**src/rtl/blk_3e7762_pkg.sv**
```systemverilog
// Shared definitions for the chunk-serial subtractor: state encodings and sizing helpers.
package blk_3e7762_pkg;

    localparam logic [1:0] ST_IDLE = 2'd0;
    localparam logic [1:0] ST_RUN  = 2'd1;
    localparam logic [1:0] ST_DONE = 2'd2;

    // Number of chunk cycles per operation.
    function automatic int unsigned calc_k(input int unsigned n, input int unsigned chunk);
        return n / chunk;
    endfunction

    // Chunk index width; never narrower than one bit so K==1 still has a register.
    function automatic int unsigned idx_width(input int unsigned k);
        return (k > 1) ? $clog2(k) : 1;
    endfunction

endpackage

```
**src/rtl/blk_3e7762_chunk_sub.sv**
```systemverilog
// One CHUNK-wide subtract (or add, under DL_SERIAL_ADD_MODE_EN) slice with borrow/carry in and out.
module bm_DL_chunk_subtractor #(
    parameter int unsigned W = 8
) (
    input  logic [W-1:0] a,
    input  logic [W-1:0] b,
    input  logic         bin,
`ifdef DL_SERIAL_ADD_MODE_EN
    input  logic         add,
`endif
    output logic [W-1:0] d,
    output logic         bout
);

    logic [W:0] res;

    // The extra MSB of the W+1 bit result is the borrow (or carry in add mode).
    always_comb begin
        res = {1'b0, a} - {1'b0, b} - (W+1)'(bin);
`ifdef DL_SERIAL_ADD_MODE_EN
        if (add) begin
            res = {1'b0, a} + {1'b0, b} + (W+1)'(bin);
        end
`endif
    end

    assign d    = res[W-1:0];
    assign bout = res[W];

endmodule

```
**src/rtl/blk_3e7762.sv**
```systemverilog
// Chunk-serial N-bit subtractor D = X - Y - borrowin with start/busy/done handshake.
// Optional add mode (add_nsub port) is enabled by defining DL_SERIAL_ADD_MODE_EN.
module blk_3e7762
    import blk_3e7762_pkg::*;
#(
    parameter int unsigned N     = 32,
    parameter int unsigned CHUNK = 8
) (
    input  logic         clock,
    input  logic         reset,
    input  logic         start,
    input  logic         borrowin,
`ifdef DL_SERIAL_ADD_MODE_EN
    input  logic         add_nsub,
`endif
    input  logic [N-1:0] X,
    input  logic [N-1:0] Y,
    output logic         busy,
    output logic         done,
    output logic [N-1:0] D,
    output logic         borrowout,
    output logic         overflow
);

    localparam int unsigned K  = calc_k(N, CHUNK);
    localparam int unsigned IW = idx_width(K);

    logic [1:0]                 state_q, state_d;
    logic [IW-1:0]              idx_q, idx_d;
    logic [K-1:0][CHUNK-1:0]    xl_q, xl_d;
    logic [K-1:0][CHUNK-1:0]    yl_q, yl_d;
    logic [K-1:0][CHUNK-1:0]    d_q, d_d;
    logic                       bor_q, bor_d;
    logic                       borrowout_q, borrowout_d;
    logic                       overflow_q, overflow_d;
    logic                       busy_q, busy_d;
    logic                       done_q, done_d;
`ifdef DL_SERIAL_ADD_MODE_EN
    logic                       add_q, add_d;
`endif

    logic [CHUNK-1:0]           chunk_diff;
    logic                       chunk_bout;
    logic                       x_msb, y_msb;

    bm_DL_chunk_subtractor #(.W(CHUNK)) u_chunk (
        .a    (xl_q[idx_q]),
        .b    (yl_q[idx_q]),
        .bin  (bor_q),
`ifdef DL_SERIAL_ADD_MODE_EN
        .add  (add_q),
`endif
        .d    (chunk_diff),
        .bout (chunk_bout)
    );

    assign x_msb = xl_q[K-1][CHUNK-1];
    assign y_msb = yl_q[K-1][CHUNK-1];

    // Next-state and datapath update; bor_q carries borrowin into chunk 0, then the chunk borrow.
    always_comb begin
        state_d     = state_q;
        idx_d       = idx_q;
        xl_d        = xl_q;
        yl_d        = yl_q;
        d_d         = d_q;
        bor_d       = bor_q;
        borrowout_d = borrowout_q;
        overflow_d  = overflow_q;
`ifdef DL_SERIAL_ADD_MODE_EN
        add_d       = add_q;
`endif
        case (state_q)
            ST_IDLE, ST_DONE: begin
                if (start) begin
                    xl_d    = X;
                    yl_d    = Y;
                    bor_d   = borrowin;
`ifdef DL_SERIAL_ADD_MODE_EN
                    add_d   = add_nsub;
`endif
                    d_d     = '0;
                    idx_d   = '0;
                    state_d = ST_RUN;
                end else begin
                    state_d = ST_IDLE;
                end
            end
            ST_RUN: begin
                d_d[idx_q] = chunk_diff;
                bor_d      = chunk_bout;
                if (idx_q == IW'(K - 1)) begin
                    idx_d       = '0;
                    borrowout_d = chunk_bout;
                    overflow_d  = (x_msb != y_msb) && (chunk_diff[CHUNK-1] != x_msb);
`ifdef DL_SERIAL_ADD_MODE_EN
                    if (add_q) begin
                        overflow_d = (x_msb == y_msb) && (chunk_diff[CHUNK-1] != x_msb);
                    end
`endif
                    state_d     = ST_DONE;
                end else begin
                    idx_d = idx_q + IW'(1);
                end
            end
            default: state_d = ST_IDLE;
        endcase
        busy_d = (state_d == ST_RUN);
        done_d = (state_d == ST_DONE);
    end

    always_ff @(posedge clock or posedge reset) begin
        if (reset) begin
            state_q     <= ST_IDLE;
            idx_q       <= '0;
            xl_q        <= '0;
            yl_q        <= '0;
            d_q         <= '0;
            bor_q       <= 1'b0;
            borrowout_q <= 1'b0;
            overflow_q  <= 1'b0;
            busy_q      <= 1'b0;
            done_q      <= 1'b0;
`ifdef DL_SERIAL_ADD_MODE_EN
            add_q       <= 1'b0;
`endif
        end else begin
            state_q     <= state_d;
            idx_q       <= idx_d;
            xl_q        <= xl_d;
            yl_q        <= yl_d;
            d_q         <= d_d;
            bor_q       <= bor_d;
            borrowout_q <= borrowout_d;
            overflow_q  <= overflow_d;
            busy_q      <= busy_d;
            done_q      <= done_d;
`ifdef DL_SERIAL_ADD_MODE_EN
            add_q       <= add_d;
`endif
        end
    end

    assign busy      = busy_q;
    assign done      = done_q;
    assign D         = d_q;
    assign borrowout = borrowout_q;
    assign overflow  = overflow_q;

endmodule

```
**config.mk**
```make
export PLATFORM = sky130hd
export DESIGN_NAME = blk_3e7762
export DESIGN_NICKNAME = d
export VERILOG_FILES = /design/src/rtl/blk_3e7762_pkg.sv /design/src/rtl/blk_3e7762_chunk_sub.sv /design/src/rtl/blk_3e7762.sv
export SDC_FILE = /design/constraint.sdc
export NUM_CORES = 1
export LEC_CHECK = 0
export ABC_AREA = 1
export CORE_MARGIN = 3
export CORE_UTILIZATION = 50
export DETAILED_ROUTE_END_ITERATION = 7
export PLACE_DENSITY = 0.77
export SLEW_MARGIN = 20
export SYNTH_ARGS = -nofsm -noshare
export SYNTH_HDL_FRONTEND = slang
export SYNTH_SLANG_ARGS = --single-unit
```
**constraint.sdc**
```tcl
create_clock -name clock -period 5.1 [get_ports clock]
set_input_delay 0.765 -clock clock [delete_from_list [all_inputs] [get_ports clock]]
set_output_delay 0.765 -clock clock [all_outputs]
set_load 0.01 [all_outputs]
```
==> flow_metrics.env <==
export IMPL_dp_final_hpwl_um=8540
export IMPL_post_cts_resize_count=0
export IMPL_synth_xor_area_share_pct=0.8689
export IMPL_yosys_area_share_simple_pct=25.53
export IMPL_min_delay_path_class="reg2reg"
export IMPL_drt_initial_drc_count=193
export IMPL_p_int_mw=2.515
export IMPL_grt_overflow=0
export IMPL_synth_nets=685
export IMPL_grt_pass1_vias=4008
export IMPL_ys_seq_area_share_pct=53.67
export IMPL_htree_levels=3
export IMPL_layout_common_cells="264 x nand2_1, 105 x dfrtp_1, 103 x clkdlybuf4s50_1"
export IMPL_ios=104
export IMPL_rsz0062_at_grt="no"
export IMPL_reg2reg_to="D[6]"
export IMPL_setup_viol=0
export IMPL_syn2layout_area_growth_pct=26.55
export IMPL_initial_utilization_pct=52.24
export IMPL_hold_depth=2
export IMPL_first_pass_iters=5
export IMPL_fin_crit_sh_pct=62.15
export IMPL_num_rows=35
export IMPL_muxShareOfSynthArea_pct=0
export IMPL_num_fill_cells=821
export IMPL_antenna_cells=0
export IMPL_num_vias=4159
export IMPL_timing_fmax_mhz=315.5
export IMPL_holdPathEnd="xl_q[16]"
export IMPL_cts_inserted_buffers=9
export IMPL_timing_critical_path_arrival_ns=3.45
export IMPL_vdd_drop_max_mv=0.3976
export IMPL_startpoint="idx_q[1]"
export IMPL_drv_slew=0
export IMPL_fin_crit_ns=3.170
export IMPL_required_ns=5.38
export IMPL_ys_warn_count=0
export IMPL_clock_skew_ns=0.01798
export IMPL_core_area_um2=9371
export IMPL_min_from="xl_q[16]"
export IMPL_grt_pass1_wl_um=19350
export IMPL_cts_max_path_buffers=2
export IMPL_clkLatencyLatePin_ns=0.37
export IMPL_drv_cap=0
export IMPL_synth_top_family_by_area="simple AND/OR/NAND/NOR gates"
export IMPL_port_buffers=103
export IMPL_crit_fanout=21
export IMPL_p_leak_nw=3.086
export IMPL_final_antenna_net_count=0
export IMPL_final_common_cell="nand2_1"
export IMPL_total_power_mw=4.899
export IMPL_finalHoldViolations=0
export IMPL_critical_path_class="reg2reg"
export IMPL_critPathLaunchType="register"
export IMPL_comb_power_share_pct=61.2
export IMPL_p_sw_share_pct=48.66
export IMPL_post_cts_buffers=0
export IMPL_clk_pin_slew_ns=0.11
export IMPL_power_switching_mw=2.384
export IMPL_synth_fa_ha_area_share_pct=4.907
export IMPL_place_congestion=0.8947
export IMPL_powerDensity_nw_per_um2=790.6
export IMPL_antenna_found_initial=0
export IMPL_cp_end_kind="register"
export IMPL_status="finished, final reports clean"
export IMPL_postSynthAreaPerCell_um2=8.174
export IMPL_final_setup_tns_ns=0
export IMPL_cts_tree="yes"
export IMPL_holdBufCountCts=0
export IMPL_tightest_slew_ns=0.9956
export IMPL_pwr_share_clk_pct=9.9
export IMPL_grt_start_max_net_pins=73
export IMPL_drc=0
export IMPL_wl_per_cell_um=13.83
export IMPL_die_area_um2=11020
export IMPL_reg2reg_slack_ns=1.93
export IMPL_grtUsageTotal_pct=21.39
export IMPL_nNetsFinal=778
export IMPL_synthCells=599
export IMPL_ys_seq_elements=105
export IMPL_syn_area_um2=4896
export IMPL_slew_headroom_pct=33.53
export IMPL_synth_compound_area_share_pct=9.890
export IMPL_vias_per_cell=5.035
export IMPL_drive_above_1_share_pct=5.165
export IMPL_pwr_share_seq_pct=28.9
export IMPL_die_h_um=105.0
export IMPL_clock_sinks=105
export IMPL_synth_cell_type_count=31
export IMPL_die_w_um=105.0
export IMPL_clock_root_buffer="clkbuf_8"
export IMPL_timing_rr_start="idx_q[1]"
export IMPL_drt_wl_total_um=11420
export IMPL_reg2regPathDepth=13
[power by group through the flow]
stage	registers (mW)	clock network, mW	logic (mW)
2_1_floorplan	1.40	0	2.17
3_3_place_gp	1.42	0	2.87
3_5_place_dp	1.43	0	2.98
4_1_cts	1.41	0.497	3.01
5_1_grt	1.45	0.525	3.43
6_report	1.42	0.486	3.00
[how the worst max path moves through the flow]
stage / depth (start not counted) / endpoint
after global routing: 13 / D[30]
after global placement: 12 / D[30]
after detailed placement: 10 / D[13]
after floorplan: 1 / D[0]
final: 13 / D[6]
after CTS: 10 / D[13]
[sequential cells by signal, indices dropped and copies added, names as in the netlist]
name,count
idx_q,2
x_msb,1
D,32
yl_q,31
state_q,2
xl_q,31
busy,1
bor_q,1
overflow,1
done,1
y_msb,1
borrowout,1
[worst max-delay path: stages (launching register included)]
cell      delay (ns)
dfrtp_1         0.63
inv_1           0.39
a32o_1          0.39
fa_1            0.44
fa_1            0.45
nor2_1          0.15
o21bai_2        0.09
nand2_1         0.07
nand2_1         0.05
nand2_1         0.07
nand2_1         0.05
nand2_1         0.05
nand2_1         0.09
o21ai_1         0.15
[through the flow]
| step | instances | hold slack (ns) | util, % | area [µm²] | setup slack (ns) |
|---|---|---|---|---|---|
| detailed placement | 810 | 0.4608 | 64.14 | 6011 | 1.982 |
| global route | 826 | 0.5179 | 66.11 | 6196 | 1.635 |
| finish | 826 | 0.4858 | 66.11 | 6196 | 1.930 |
| CTS | 826 | 0.4864 | 66.11 | 6196 | 1.945 |
| global placement | 810 | 0.4585 | 64.14 | 6011 | 2.054 |
| floorplan | 599 | 0.4436 | - | 4896 | 1.574 |
[final cells by class]
class	instances	area, µm²	area share (%)
clock buffers	10	137.6	2.221
repair buffers	106	1054	17.00
clock inverters	6	47.55	0.7674
well taps	129	161.4	2.605
inverters	39	148.9	2.403
flip-flops and latches	105	2628	42.41
multi-input cells	431	2019	32.59
[logic make-up (layout without fill, tap and decap cells)]
group | count (synthesis) | count (layout)
compound gates | 91 | 91
xor+xnor | 4 | 4
fa+ha+maj | 18 | 18
buf+inv | 63 | 161
flops | 105 | 105
simple gates | 318 | 318
[routing by layer]
layer / wire, µm / global-route usage, %
met1: 5287 / 29.80
met2: 5326 / 34.56
met3: 563 / 3.150
met4: 243 / 7.123
met5: 0 / 0
[cell usage after synthesis, drive strengths merged]
library cell / count / share of area (%)
inv: 39 / 3.0
a21oi: 11 / 1.1
or2: 1 / 0.13
o21bai: 1 / 0.23
xnor2: 2 / 0.36
nand3: 11 / 1.3
nand4: 1 / 0.13
clkbuf: 14 / 1.1
and2: 1 / 0.18
dfrtp: 105 / 54
buf: 10 / 1.1
a32o: 2 / 0.41
nand3b: 2 / 0.31
o21ai: 68 / 7.0
a31oi: 1 / 0.13
xor2: 2 / 0.51
a21o: 1 / 0.15
nand2: 269 / 21
ha: 16 / 4.1
nor2: 33 / 2.6
o22ai: 7 / 0.89
fa: 2 / 0.82
Power figures use the tool's default switching activity.
